<file path="config.mk">
export PLATFORM = sky130hd
export DESIGN_NAME = pc_seq_unit
export DESIGN_NICKNAME = d
export VERILOG_FILES = /design/src/rtl/pc_seq_pkg.sv /design/src/rtl/pc_ret_stack.sv /design/src/rtl/pc_seq_unit.sv
export SDC_FILE = /design/constraint.sdc
export NUM_CORES = 1
export LEC_CHECK = 0
export BUFFER_PORTS_ARGS = -buffer_cell sky130_fd_sc_hd__buf_2
export CAP_MARGIN = 20
export CORE_MARGIN = 10
export CORE_UTILIZATION = 50
export DETAILED_ROUTE_END_ITERATION = 6
export PLACE_DENSITY = 0.71
export SLEW_MARGIN = 20
export SYNTH_ARGS = -nofsm -noshare
export SYNTH_HDL_FRONTEND = slang
export SYNTH_SLANG_ARGS = --single-unit
export TNS_END_PERCENT = 30
</file>
<file path="constraint.sdc">
create_clock -name clk -period 2.9 [get_ports clk]
set_clock_uncertainty 0.1 [all_clocks]
set_input_delay 0.29 -clock clk [delete_from_list [all_inputs] [get_ports clk]]
set_output_delay 0.29 -clock clk [all_outputs]
set_load 0.02 [all_outputs]
</file>
<file path="src/rtl/pc_seq_pkg.sv">
// Shared definitions for the program-counter sequencer.
//   OP_* : encodings of the i_op sequencing operations.
package pc_seq_pkg;

  localparam logic [2:0] OP_INC  = 3'd0;
  localparam logic [2:0] OP_JMP  = 3'd1;
  localparam logic [2:0] OP_BRC  = 3'd2;
  localparam logic [2:0] OP_BRR  = 3'd3;
  localparam logic [2:0] OP_CALL = 3'd4;
  localparam logic [2:0] OP_RET  = 3'd5;
  localparam logic [2:0] OP_HOLD = 3'd6;
  localparam logic [2:0] OP_RSV  = 3'd7;  // reserved, executes as INC

endpackage

</file>
<file path="src/rtl/pc_ret_stack.sv">
// LIFO return-address stack for the PC sequencer.
// Ports:
//   clk, rst : clock and synchronous active-high reset (clears occupancy)
//   push     : write din into entry[level], then level+1 (ignored when full)
//   pop      : level-1 (ignored when empty)
//   din      : return address to push
//   dout     : top entry, entry[level-1], combinational ('0 when empty)
//   level    : current occupancy
//   full     : level == DEPTH
//   empty    : level == 0
module pc_ret_stack #(
  parameter int unsigned DEPTH = 4,
  parameter int unsigned W     = 8
) (
  input  logic                           clk,
  input  logic                           rst,
  input  logic                           push,
  input  logic                           pop,
  input  logic [W-1:0]                   din,
  output logic [W-1:0]                   dout,
  output logic [$clog2(DEPTH+1)-1:0]     level,
  output logic                           full,
  output logic                           empty
);

  localparam int unsigned LW = $clog2(DEPTH + 1);

  logic [W-1:0]  mem_q [DEPTH];
  logic [LW-1:0] level_q;

  assign full  = (level_q == LW'(DEPTH));
  assign empty = (level_q == '0);
  assign level = level_q;

  // Entries are indexed by comparison rather than by level_q directly, so
  // the wider occupancy counter never addresses past the array.
  always_comb begin
    dout = '0;
    for (int unsigned i = 0; i < DEPTH; i++) begin
      if (level_q == LW'(i + 1)) dout = mem_q[i];
    end
  end

  always_ff @(posedge clk) begin
    if (rst) begin
      level_q <= '0;
    end else if (push && !full) begin
      level_q <= level_q + LW'(1);
    end else if (pop && !empty) begin
      level_q <= level_q - LW'(1);
    end
  end

  // Storage is not reset: a reset only discards contents by zeroing level.
  always_ff @(posedge clk) begin
    for (int unsigned i = 0; i < DEPTH; i++) begin
      if (!rst && push && !full && level_q == LW'(i)) mem_q[i] <= din;
    end
  end

endmodule

</file>
<file path="src/rtl/pc_seq_unit.sv">
// Program-counter sequencer for the fetch stage. Each cycle the PC advances,
// jumps, branches (absolute or relative), calls or returns.
// Ports:
//   clk, rst                  : clock, synchronous active-high reset
//   i_stall                   : hold all state, o_taken forced low
//   i_op                      : sequencing operation (OP_* in pc_seq_pkg)
//   i_target                  : absolute target, or signed offset for BRR
//   i_flags, i_csel, i_cinv   : condition = i_flags[i_csel] ^ i_cinv
//   o_Address_Instruction_Bus : registered PC
//   o_taken                   : last update was non-sequential
//   o_stack_level             : return stack occupancy
//   o_err_ovf, o_err_unf      : sticky call-overflow / return-underflow
module pc_seq_unit
  import pc_seq_pkg::*;
#(
  parameter int unsigned        ADDR_W      = 8,
  parameter int unsigned        NFLAGS      = 4,
  parameter int unsigned        STACK_DEPTH = 4,
  parameter logic [ADDR_W-1:0]  RESET_VEC   = '0
) (
  input  logic                                        clk,
  input  logic                                        rst,
  input  logic                                        i_stall,
  input  logic [2:0]                                  i_op,
  input  logic [ADDR_W-1:0]                           i_target,
  input  logic [NFLAGS-1:0]                           i_flags,
  input  logic [((NFLAGS > 1) ? $clog2(NFLAGS) : 1)-1:0] i_csel,
  input  logic                                        i_cinv,
  output logic [ADDR_W-1:0]                           o_Address_Instruction_Bus,
  output logic                                        o_taken,
  output logic [$clog2(STACK_DEPTH+1)-1:0]            o_stack_level,
  output logic                                        o_err_ovf,
  output logic                                        o_err_unf
);

  localparam int unsigned CSEL_W = (NFLAGS > 1) ? $clog2(NFLAGS) : 1;

  logic [ADDR_W-1:0] pc_q, pc_d, pc_inc;
  logic              taken_q, taken_d;
  logic              ovf_q, ovf_d, unf_q, unf_d;
  logic              sel_flag, cond;
  logic              push, pop;
  logic [ADDR_W-1:0] stk_top;
  logic              stk_full, stk_empty;

  pc_ret_stack #(
    .DEPTH (STACK_DEPTH),
    .W     (ADDR_W)
  ) u_stack (
    .clk   (clk),
    .rst   (rst),
    .push  (push),
    .pop   (pop),
    .din   (pc_inc),
    .dout  (stk_top),
    .level (o_stack_level),
    .full  (stk_full),
    .empty (stk_empty)
  );

  // Out-of-range selects fall back to flag 0.
  always_comb begin
    sel_flag = i_flags[0];
    for (int unsigned i = 0; i < NFLAGS; i++) begin
      if (i_csel == CSEL_W'(i)) sel_flag = i_flags[i];
    end
    cond = sel_flag ^ i_cinv;
  end

  always_comb begin
    pc_inc  = pc_q + ADDR_W'(1);
    pc_d    = pc_q;
    taken_d = 1'b0;
    push    = 1'b0;
    pop     = 1'b0;
    ovf_d   = ovf_q;
    unf_d   = unf_q;
    if (!i_stall) begin
      case (i_op)
        OP_JMP: begin
          pc_d    = i_target;
          taken_d = 1'b1;
        end
        OP_BRC: begin
          pc_d    = cond ? i_target : pc_inc;
          taken_d = cond;
        end
        OP_BRR: begin
          // Modular add of the raw offset equals adding its sign extension.
          pc_d    = cond ? (pc_q + i_target) : pc_inc;
          taken_d = cond;
        end
        OP_CALL: begin
          if (stk_full) begin
            pc_d  = pc_inc;
            ovf_d = 1'b1;
          end else begin
            push    = 1'b1;
            pc_d    = i_target;
            taken_d = 1'b1;
          end
        end
        OP_RET: begin
          if (stk_empty) begin
            pc_d  = pc_inc;
            unf_d = 1'b1;
          end else begin
            pop     = 1'b1;
            pc_d    = stk_top;
            taken_d = 1'b1;
          end
        end
        OP_HOLD: pc_d = pc_q;
        default: pc_d = pc_inc;  // OP_INC and OP_RSV
      endcase
    end
  end

  always_ff @(posedge clk) begin
    if (rst) begin
      pc_q    <= RESET_VEC;
      taken_q <= 1'b0;
      ovf_q   <= 1'b0;
      unf_q   <= 1'b0;
    end else begin
      pc_q    <= pc_d;
      taken_q <= taken_d;
      ovf_q   <= ovf_d;
      unf_q   <= unf_d;
    end
  end

  assign o_Address_Instruction_Bus = pc_q;
  assign o_taken                   = taken_q;
  assign o_err_ovf                 = ovf_q;
  assign o_err_unf                 = unf_q;

endmodule

</file>
After elaboration in Yosys (flattened, before gate mapping)

Memories as Yosys holds them, arrays and structs flattened.
Cells that the tools add are included.

Register bits after elaboration: 14
Bits in writable memories: 32
Input bits: 21
Output and inout bits: 14
Memories: 1

Add/sub/neg operators: 4
Eq/ne operators: 13
Multiplexer cells: 38
Bitwise operators: 3
Reductions and logical operators: 21

Memory list:

| name          | depth | bits a word | read ports | clocked after memory_dff | wr ports | RTL line           | RTL |
|---|---|---|---|---|---|---|---|
| u_stack.mem_q | 4     | 8           | 4          | 0                        | 1        | pc_ret_stack.sv:28 | `logic [W-1:0] mem_q [DEPTH];` |

Operator list:

| cell                | count |
|---|---|
| $mux 8              | 11 |
| $pmux 8 s6          | 1 |
| $reduce_or 8->1     | 3 |
| $mux 1              | 20 |
| $eq 3x2->1 const B  | 4 |
| $eq 3x3->1 const B  | 4 |
| $add 8x1->8 const B | 1 |
| $add 8x8->8         | 1 |
| $logic_and 1x1->1   | 8 |
| $eq 3x1->1 const B  | 2 |
| $mux 2              | 3 |
| $mux 3              | 2 |
| $reduce_and 3->1    | 2 |
| $eq 2x2->1 const B  | 2 |
| $pmux 1 s4          | 1 |
| $reduce_or 2->1     | 2 |
| $add 3x1->3 const B | 1 |
| $logic_not 1->1     | 3 |
| $logic_not 3->1     | 1 |
| $sub 3x1->3 const B | 1 |
| $eq 2x1->1 const B  | 1 |
| $not 1->1           | 2 |
| $reduce_and 2->1    | 1 |
| $reduce_bool 2->1   | 1 |
| $xor 1x1->1         | 1 |

Depth between registers and ports, before layout

Gate-level depths: netlist of run 1.

Word-level depth: 13
Mapped depth: 10
Mapped depth without buffers: 9

By module

From an unflattened synthesis of run 1, not the netlist that was laid out.

Cell total of the unflattened synthesis: 325
Area total of the unflattened synthesis: 3057.9 sq um

By module, submodules not included:

| module       | instances | cells each | area each (sq um) | seq. area each (sq um) |
|---|---|---|---|---|
| pc_ret_stack | 1         | 136        | 1616.6            | 1021.0 |
| pc_seq_unit  | 1         | 189        | 1441.4            | 220.2 |

Worst setup path before layout of run 1

No wires, ideal clock.

Kind: register to register
Start: register u_stack.level_q[0], in the netlist u_stack.level[0]
End: memory u_stack.mem_q[1][0] (enable)
Arrival time: 1903 ps
Required time: 2468 ps
Setup slack: 565 ps
Stages on the path, launching flop included: 7
Path through: dfxtp_1 -> inv_1 -> ha_1 -> and2_1 -> nor3_1 -> and4_1 -> and2_1

Longest elaborated chain between the ends: 13
Elaborated cells on any way between the ends: 32

RTL lines:

| what                                                            | RTL line           | RTL |
|---|---|---|
| start: declaration                                              | pc_ret_stack.sv:29 | `logic [LW-1:0] level_q;` |
| start signal: assignment                                        | pc_ret_stack.sv:48 | `level_q <= level_q + LW'(1);` |
| start signal: assignment                                        | pc_ret_stack.sv:50 | `level_q <= level_q - LW'(1);` |
| $eq 3x3->1                                                      | pc_ret_stack.sv:31 | `assign full = (level_q == LW'(DEPTH));` |
| $mux 1                                                          | pc_seq_unit.sv:94  | `if (stk_full) begin` |
| $mux 1                                                          | pc_seq_unit.sv:79  | `case (i_op)` |
| $mux 1                                                          | pc_seq_unit.sv:78  | `if (!i_stall) begin` |
| $logic_and 1x1->1 (3 in series)                                 | pc_ret_stack.sv:57 | `if (!rst && push && !full && level_q == LW'(i)) mem_q[i] <= din;` |
| $mux 1                                                          | pc_ret_stack.sv:57 |  |
| $mux 1 (not written as such)                                    | pc_ret_stack.sv:57 |  |
| $reduce_or 8->1 (no source line)                                | --                 |  |
| $mux 2 (no source line) or $mux 1 (tied branches) (3 in series) | --                 |  |
| end: declaration                                                | pc_ret_stack.sv:28 |  |

Several ways; a longest one is shown, not always the timed one.

Final worst setup path of run 1

Start: register u_stack.level_q[0], in the netlist u_stack.level[0]
End: memory u_stack.mem_q[0][5] (enable)

The elaborated chain is that of the path after synthesis.

==> results of run 1 <==
-- flip-flops by register name, summed over array words and instances, names as in the netlist --
register / flops
o_Address_Instruction_Bus: 8
o_err_ovf: 1
o_err_unf: 1
o_taken: 1
u_stack.level: 3
u_stack.mem_q: 32
-- Yosys cell counts, types with 8 or more instances --
master,count,share of area
edfxtp_1,32,0.33
nand3b_1,9,0.023
xnor2_1,8,0.024
dfxtp_1,14,0.096
nor2_1,27,0.035
ha_1,16,0.069
a21oi_1,24,0.041
nand2_1,30,0.039
inv_1,17,0.022
o21ai_0,12,0.021
-- routing by layer --
layer | global-route usage | vias up | routed length [um] | share of wire
li1 | - | 1183 | - | -
met1 | 0.229 | 1135 | 3500 | 0.48
met2 | 0.246 | 95 | 3230 | 0.45
met3 | 0.0304 | 10 | 423 | 0.058
met4 | 0.0516 | 0 | 100 | 0.014
met5 | 0 | - | 0 | 0
-- path summary, 6_finish.rpt --
path	slack, ns	from	depth (start not counted)	to
worst max register to register	0.38	u_stack.level[0]	6	u_stack.mem_q[0][5]
worst min-delay path	0.16	i_stall	2	o_taken
worst max-delay path	0.38	u_stack.level[0]	6	u_stack.mem_q[0][5]
worst min register to register	0.38	o_err_unf	2	o_err_unf
-- cell families (layout without fill, tap and decap cells) --
logic type,count (synthesis),in the layout,share of synthesized area
xor+xnor,14,14,0.0487
mux,3,3,0.0146
fa+ha+maj,17,17,0.0758
flops,46,46,0.427
simple gates,104,104,0.183
buf+inv,27,65,0.0396
compound gates,87,87,0.211
-- cell type report --
type                       count  area, sq um
tap                           72         90.1
multi-input combinational    225         1550
clock inverter                 2         13.8
timing repair buffer          40          215
clock buffer                   6         72.6
inverter                      17         63.8
sequential                    46         1240
fill                         488         2330
-- power by group through the flow --
stage          Sequential [mW]  Clock [mW]  Combinational [mW]
3_3_place_gp             0.757           0               0.315
4_1_cts                  0.742       0.398               0.319
5_1_grt                  0.746       0.427               0.355
3_5_place_dp             0.757           0               0.318
6_report                 0.742       0.392               0.320
2_1_floorplan            0.768           0               0.208
==> key figures, run 1 <==
Status
  • Status: finished, final reports clean

Setup path
  • CP bufs+invs: 1
  • Worst-path cell chain: inv_1 > ha_1 > and2_1 > nor3_1 > and4_1 > and2_1
  • Data arrival time of the critical path: 2.39 ns
  • CP endpoint kind: register
  • CP Class: reg -> reg
  • Crit path max-delay family: simple AND/OR/NAND/NOR gates
  • Critical Path Max Stage Delay: 0.42 ns
  • Critical-path maximum fanout: 16
  • Most frequent CP cell: and2_1
  • Crit path max-delay cell type: dfxtp_1
  • Critical Path Source Type: register
  • Req. time, crit path: 2.77 ns

Timing
  • Worst hold margin: 0.156 ns
  • Min cycle time layout: around 2.5 ns
  • Final Hold Fails: 0
  • Slew Viols, Final: 0
  • Setup-failing EPs final: 0
  • Fin crit share: 0.870
  • Setup TNS: 0 ns
  • Setup ws final: 0.378 ns
  • Worst Tran Pin Value: ~0.6 ns
  • Fmax: 396 MHz
  • Slew HR: 0.598
  • RSZ-0062 raised after global routing: no

Finish
  • Fin area: 3250 sq um
  • Final net count: 373
  • Share of cells above drive strength 1: 0.167
  • Leading cell types in the layout, fill and taps excluded: buf_2, edfxtp_1, nand2_1
  • Ant diodes: 0
  • Core Util, Final: 0.582
  • Fin cells: between 400 and 500
  • Most common cell after layout, fill and taps aside: buf_2
  • P&R area growth vs syn: 11.7%

Logic synthesis
  • Synth Warn #: 0
  • Main flop type after synthesis: edfxtp_1
  • Syn Std Cell Area: 2910 sq um
  • Syn_area_per_cell: 9.75 sq um
  • Syn Nets: 336
  • Synth Register Bits: 46
  • Register area share after synthesis: 0.427
  • Ys async rst share: 0
  • Post-synthesis cell type count: 58
  • Post-synth EDFFs: 32
  • Synth Instances: 298

Die
  • Io pins: 35
  • Cell row count: 27
  • Core area: between 5000 and 6000 sq um
  • Initial Util: 0.521
  • Die area: around 9000 sq um
  • Die W: 96.2 um
  • Die H: 96.2 um

Global routing
  • Overall Global Routing Usage: 0.163
  • Vias in the first global route: 2,294
  • GRT Residual Overflow: 0
  • First-pass GRT wire length: about 12,000 um
  • Initial antenna violation count: 0
  • Largest net degree at the start of global routing: 18

Clocking
  • Reg clk slew, reported paths: approximately 0.09 ns
  • Clk_lat worst skew: around 0.3 ns
  • Total CTS buffers: 5
  • H-tree Lvls: 2
  • CTS Sinks: 46
  • Root Driver: clkbuf_8
  • Hold buffers post-CTS: 0
  • Clock Path Buffers: 2
  • Setup bufs post-CTS: 0
  • CTS tree: built
  • Post-CTS sizing: 0

Pwr
  • Seq pwr share: 0.510
  • VDD IR max: about 250 uV
  • Pint: 1.02 mW
  • Sw Share: 0.301
  • Leak: 1.29 nW
  • Clock share of power: 0.269
  • Pwr dens: 448 nW/um^2
  • Power, Total: between 1 and 1.5 mW
  • Comb pwr share: 0.220
  • Reported net switching power: around 0.44 mW

Drt
  • DRT iter0 DRCs: about 320
  • Drt drc: 0
  • WL per Instance: 17.8 um
  • DR vias/cell: 5.94
  • Drt pass-1 iters: 5
  • Vias: between 2,000 and 2,500
  • Final ANT Viol Nets: 0
  • Final wirelength: slightly above 7000 um

Place
  • Dpl hpwl: 5590 um
  • IO Port Bufs: 34
  • Placed Instances: 400
  • Placed cell area: 3160 sq um
  • Dpl ws: slightly below 0.4 ns
  • Gp weighted congestion: 0.878

Min path
  • Hold Crit Class: in -> reg

Run
  • Max Cap Violations: 0
(Power assumes the default switching activity.)
==> run 2: changes to the inputs <==
GPL_TIMING_DRIVEN = 0   (was unset)
==> run 2 against run 1 <==
  * Setup slack worse by 0.12 ns
  * Fmax fell by 4.5%
  * Largest cell class unchanged
  * Combinational power barely moved
  * Via count up 3.2%
  * Clock power rose by 5.1%
  * Final cell count increased by 0.98%
==> key figures, run 2 (synthesized netlist as in run 1, its figures left out) <==
Status
  • Status: finished, final reports clean (unchanged)

Setup path
  • CP Class: reg -> reg (unchanged)
  • Critical-path maximum fanout: 8 (was 16)
  • Crit path max-delay cell type: dfxtp_1 (unchanged)
  • Reg2Reg Depth: 6 (unchanged)
  • CP endpoint kind: register (unchanged)
  • Data arrival time of the critical path: 2.51 ns (was 2.39 ns)
  • Critical Path Max Stage Delay: 0.44 ns (was 0.42 ns)
  • Worst Setup SP: u_stack.level[0] (unchanged)
  • Most frequent CP cell: and2_1 (unchanged)
  • Req. time, crit path: 2.77 ns (about the same)
  • Worst-path cell chain: inv_1 > ha_1 > and2_1 > nor3_1 > and4_1 > and2_1 (unchanged)
  • Worst r2r src: u_stack.level[0] (unchanged)
  • Critical Path Source Type: register (unchanged)

Min path
  • Worst Min Path Start: i_stall (unchanged)
  • Hold Crit Class: in -> reg (unchanged)
  • Hold path depth: 2 (unchanged)

Place
  • IO Port Bufs: 34 (unchanged)
  • Dpl hpwl: 5440 um (was 5590 um)
  • Placed cell area: 3170 sq um (was 3160 sq um)
  • Gp weighted congestion: 0.822 (was 0.878)
  • Placed Instances: 404 (was 400)

Drt
  • Vias: 2,500 (was 2,423)
  • DRT iter0 DRCs: 182 (was 316)
  • Drt drc: 0 (unchanged)
  • Final ANT Viol Nets: 0 (unchanged)
  • Final wirelength: 7070 um (was 7250 um)
  • DR vias/cell: 6.07 (was 5.94)
  • WL per Instance: 17.2 um (was 17.8 um)
  • Drt pass-1 iters: 6 (was 5)

Clocking
  • Hold buffers post-CTS: 0 (unchanged)
  • Reg clk slew, reported paths: 0.09 ns (about the same)
  • Root Driver: clkbuf_8 (unchanged)
  • Total CTS buffers: 5 (unchanged)
  • Clock Path Buffers: 2 (unchanged)
  • Setup bufs post-CTS: 0 (unchanged)
  • CTS Sinks: 46 (unchanged)
  • Clk_lat worst skew: 0.31 ns (was 0.30 ns)
  • CTS tree: built (unchanged)
  • Post-CTS sizing: 0 (unchanged)
  • H-tree Lvls: 2 (unchanged)

Timing
  • Fmax: 379 MHz (was 396 MHz)
  • Min cycle time layout: 2.64 ns (was 2.52 ns)
  • Setup-failing EPs final: 0 (unchanged)
  • RSZ-0062 raised after global routing: no (unchanged)
  • Final Hold Fails: 0 (unchanged)
  • Worst Tran Pin Value: 0.599 ns (about the same)
  • Fin crit share: 0.911 (was 0.870)
  • Slew HR: 0.600 (was 0.598)
  • Setup TNS: 0 ns (unchanged)
  • Slew Viols, Final: 0 (unchanged)

Finish
  • Final net count: 377 (was 373)
  • Share of cells above drive strength 1: 0.162 (was 0.167)
  • Fin area: 3260 sq um (was 3250 sq um)
  • Fin cells: 412 (was 408)
  • Ant diodes: 0 (unchanged)
  • Most flop-heavy register: u_stack.mem_q (unchanged)
  • P&R area growth vs syn: 12.1% (was 11.7%)
  • FILL cells: 521 (was 488)
  • Most common cell after layout, fill and taps aside: buf_2 (unchanged)
  • Max FFs per register: 32 (unchanged)
  • Leading cell types in the layout, fill and taps excluded: buf_2, edfxtp_1, nand2_1 (unchanged)

Global routing
  • Largest net degree at the start of global routing: 17 (was 18)
  • Initial antenna violation count: 0 (unchanged)
  • Met1 usage: 0.207 (was 0.229)
  • First-pass GRT wire length: 11,300 um (was 11,600 um)
  • GRT busiest layer: met2 (unchanged)
  • GRT Residual Overflow: 0 (unchanged)
  • Overall Global Routing Usage: 0.157 (was 0.163)
  • Vias in the first global route: 2,369 (was 2,294)
  • Met3 usage: 0.0436 (was 0.0304)
  • M2 GR Usage: 0.245 (was 0.246)

Pwr
  • Leak: 1.29 nW (about the same)
  • Power, Total: 1.47 mW (was 1.45 mW)
  • VDD IR max: 337 uV (was 248 uV)
  • Pwr dens: 452 nW/um^2 (was 448 nW/um^2)

Die
  • Die H: 96.2 um (unchanged)
  • Die W: 96.2 um (unchanged)
  • Io pins: 35 (unchanged)
  • Die area: 9260 sq um (unchanged)
  • Initial Util: 0.521 (unchanged)
  • Core area: 5570 sq um (unchanged)
  • Cell row count: 27 (unchanged)

Run
  • Max Cap Violations: 0 (unchanged)
-- run 2: cell count changes in the layout (fill, tap and decap cells not counted), sizes merged --
cell,previous run,this run
buf,40,37
clkbuf,6,12
clkinv,2,0
clkinvlp,0,2
inv,17,18
-- run 2: final timing paths --
kind / endpoint / slack [ns]
worst min register to register: o_err_unf / 0.37
worst max register to register: u_stack.mem_q[1][7] / 0.26
worst max-delay path: u_stack.mem_q[1][7] / 0.26
worst min-delay path: o_taken / 0.15
-- run 2: stage by stage --
stage          setup slack (ns)   util  hold WS, ns
2_1_floorplan             0.565      -        0.269
3_3_place_gp              0.314  0.568        0.342
3_5_place_dp              0.297  0.568        0.358
4_1_cts                   0.286  0.585        0.139
5_1_grt                  0.0555  0.585        0.165
6_report                  0.259  0.585        0.148
-- run 2: critical path: cells and delay by family, from the launching register on --
kind	cells	cell delay, ns
flops	1	0.44
fa+ha+maj	1	0.28
buf+inv	1	0.11
simple gates	4	1.37
-- run 2: where the power goes --
part           total [mW]  switching, mW  internal, mW
combinational       0.317          0.192         0.124
sequential          0.744         0.0219         0.722
clock               0.412          0.239         0.173
total                1.47          0.453          1.02
-- run 2: metal layers --
layer / routed length [um] / vias to the layer above
li1: - / 1188
met1: 3170 / 1196
met2: 3210 / 101
met3: 577 / 15
met4: 116 / 0
met5: 0 / -
-- run 2: area by class of cell --
class | count | area [sq um] | area share
clock buffer | 5 | 68.8 | 0.0211
timing repair buffer | 34 | 170 | 0.0522
sequential | 46 | 1240 | 0.381
buffer | 10 | 51.3 | 0.0157
multi-input combinational | 225 | 1550 | 0.475
inverter | 17 | 63.8 | 0.0196
tap | 72 | 90.1 | 0.0276
clock inverter | 3 | 23.8 | 0.00730
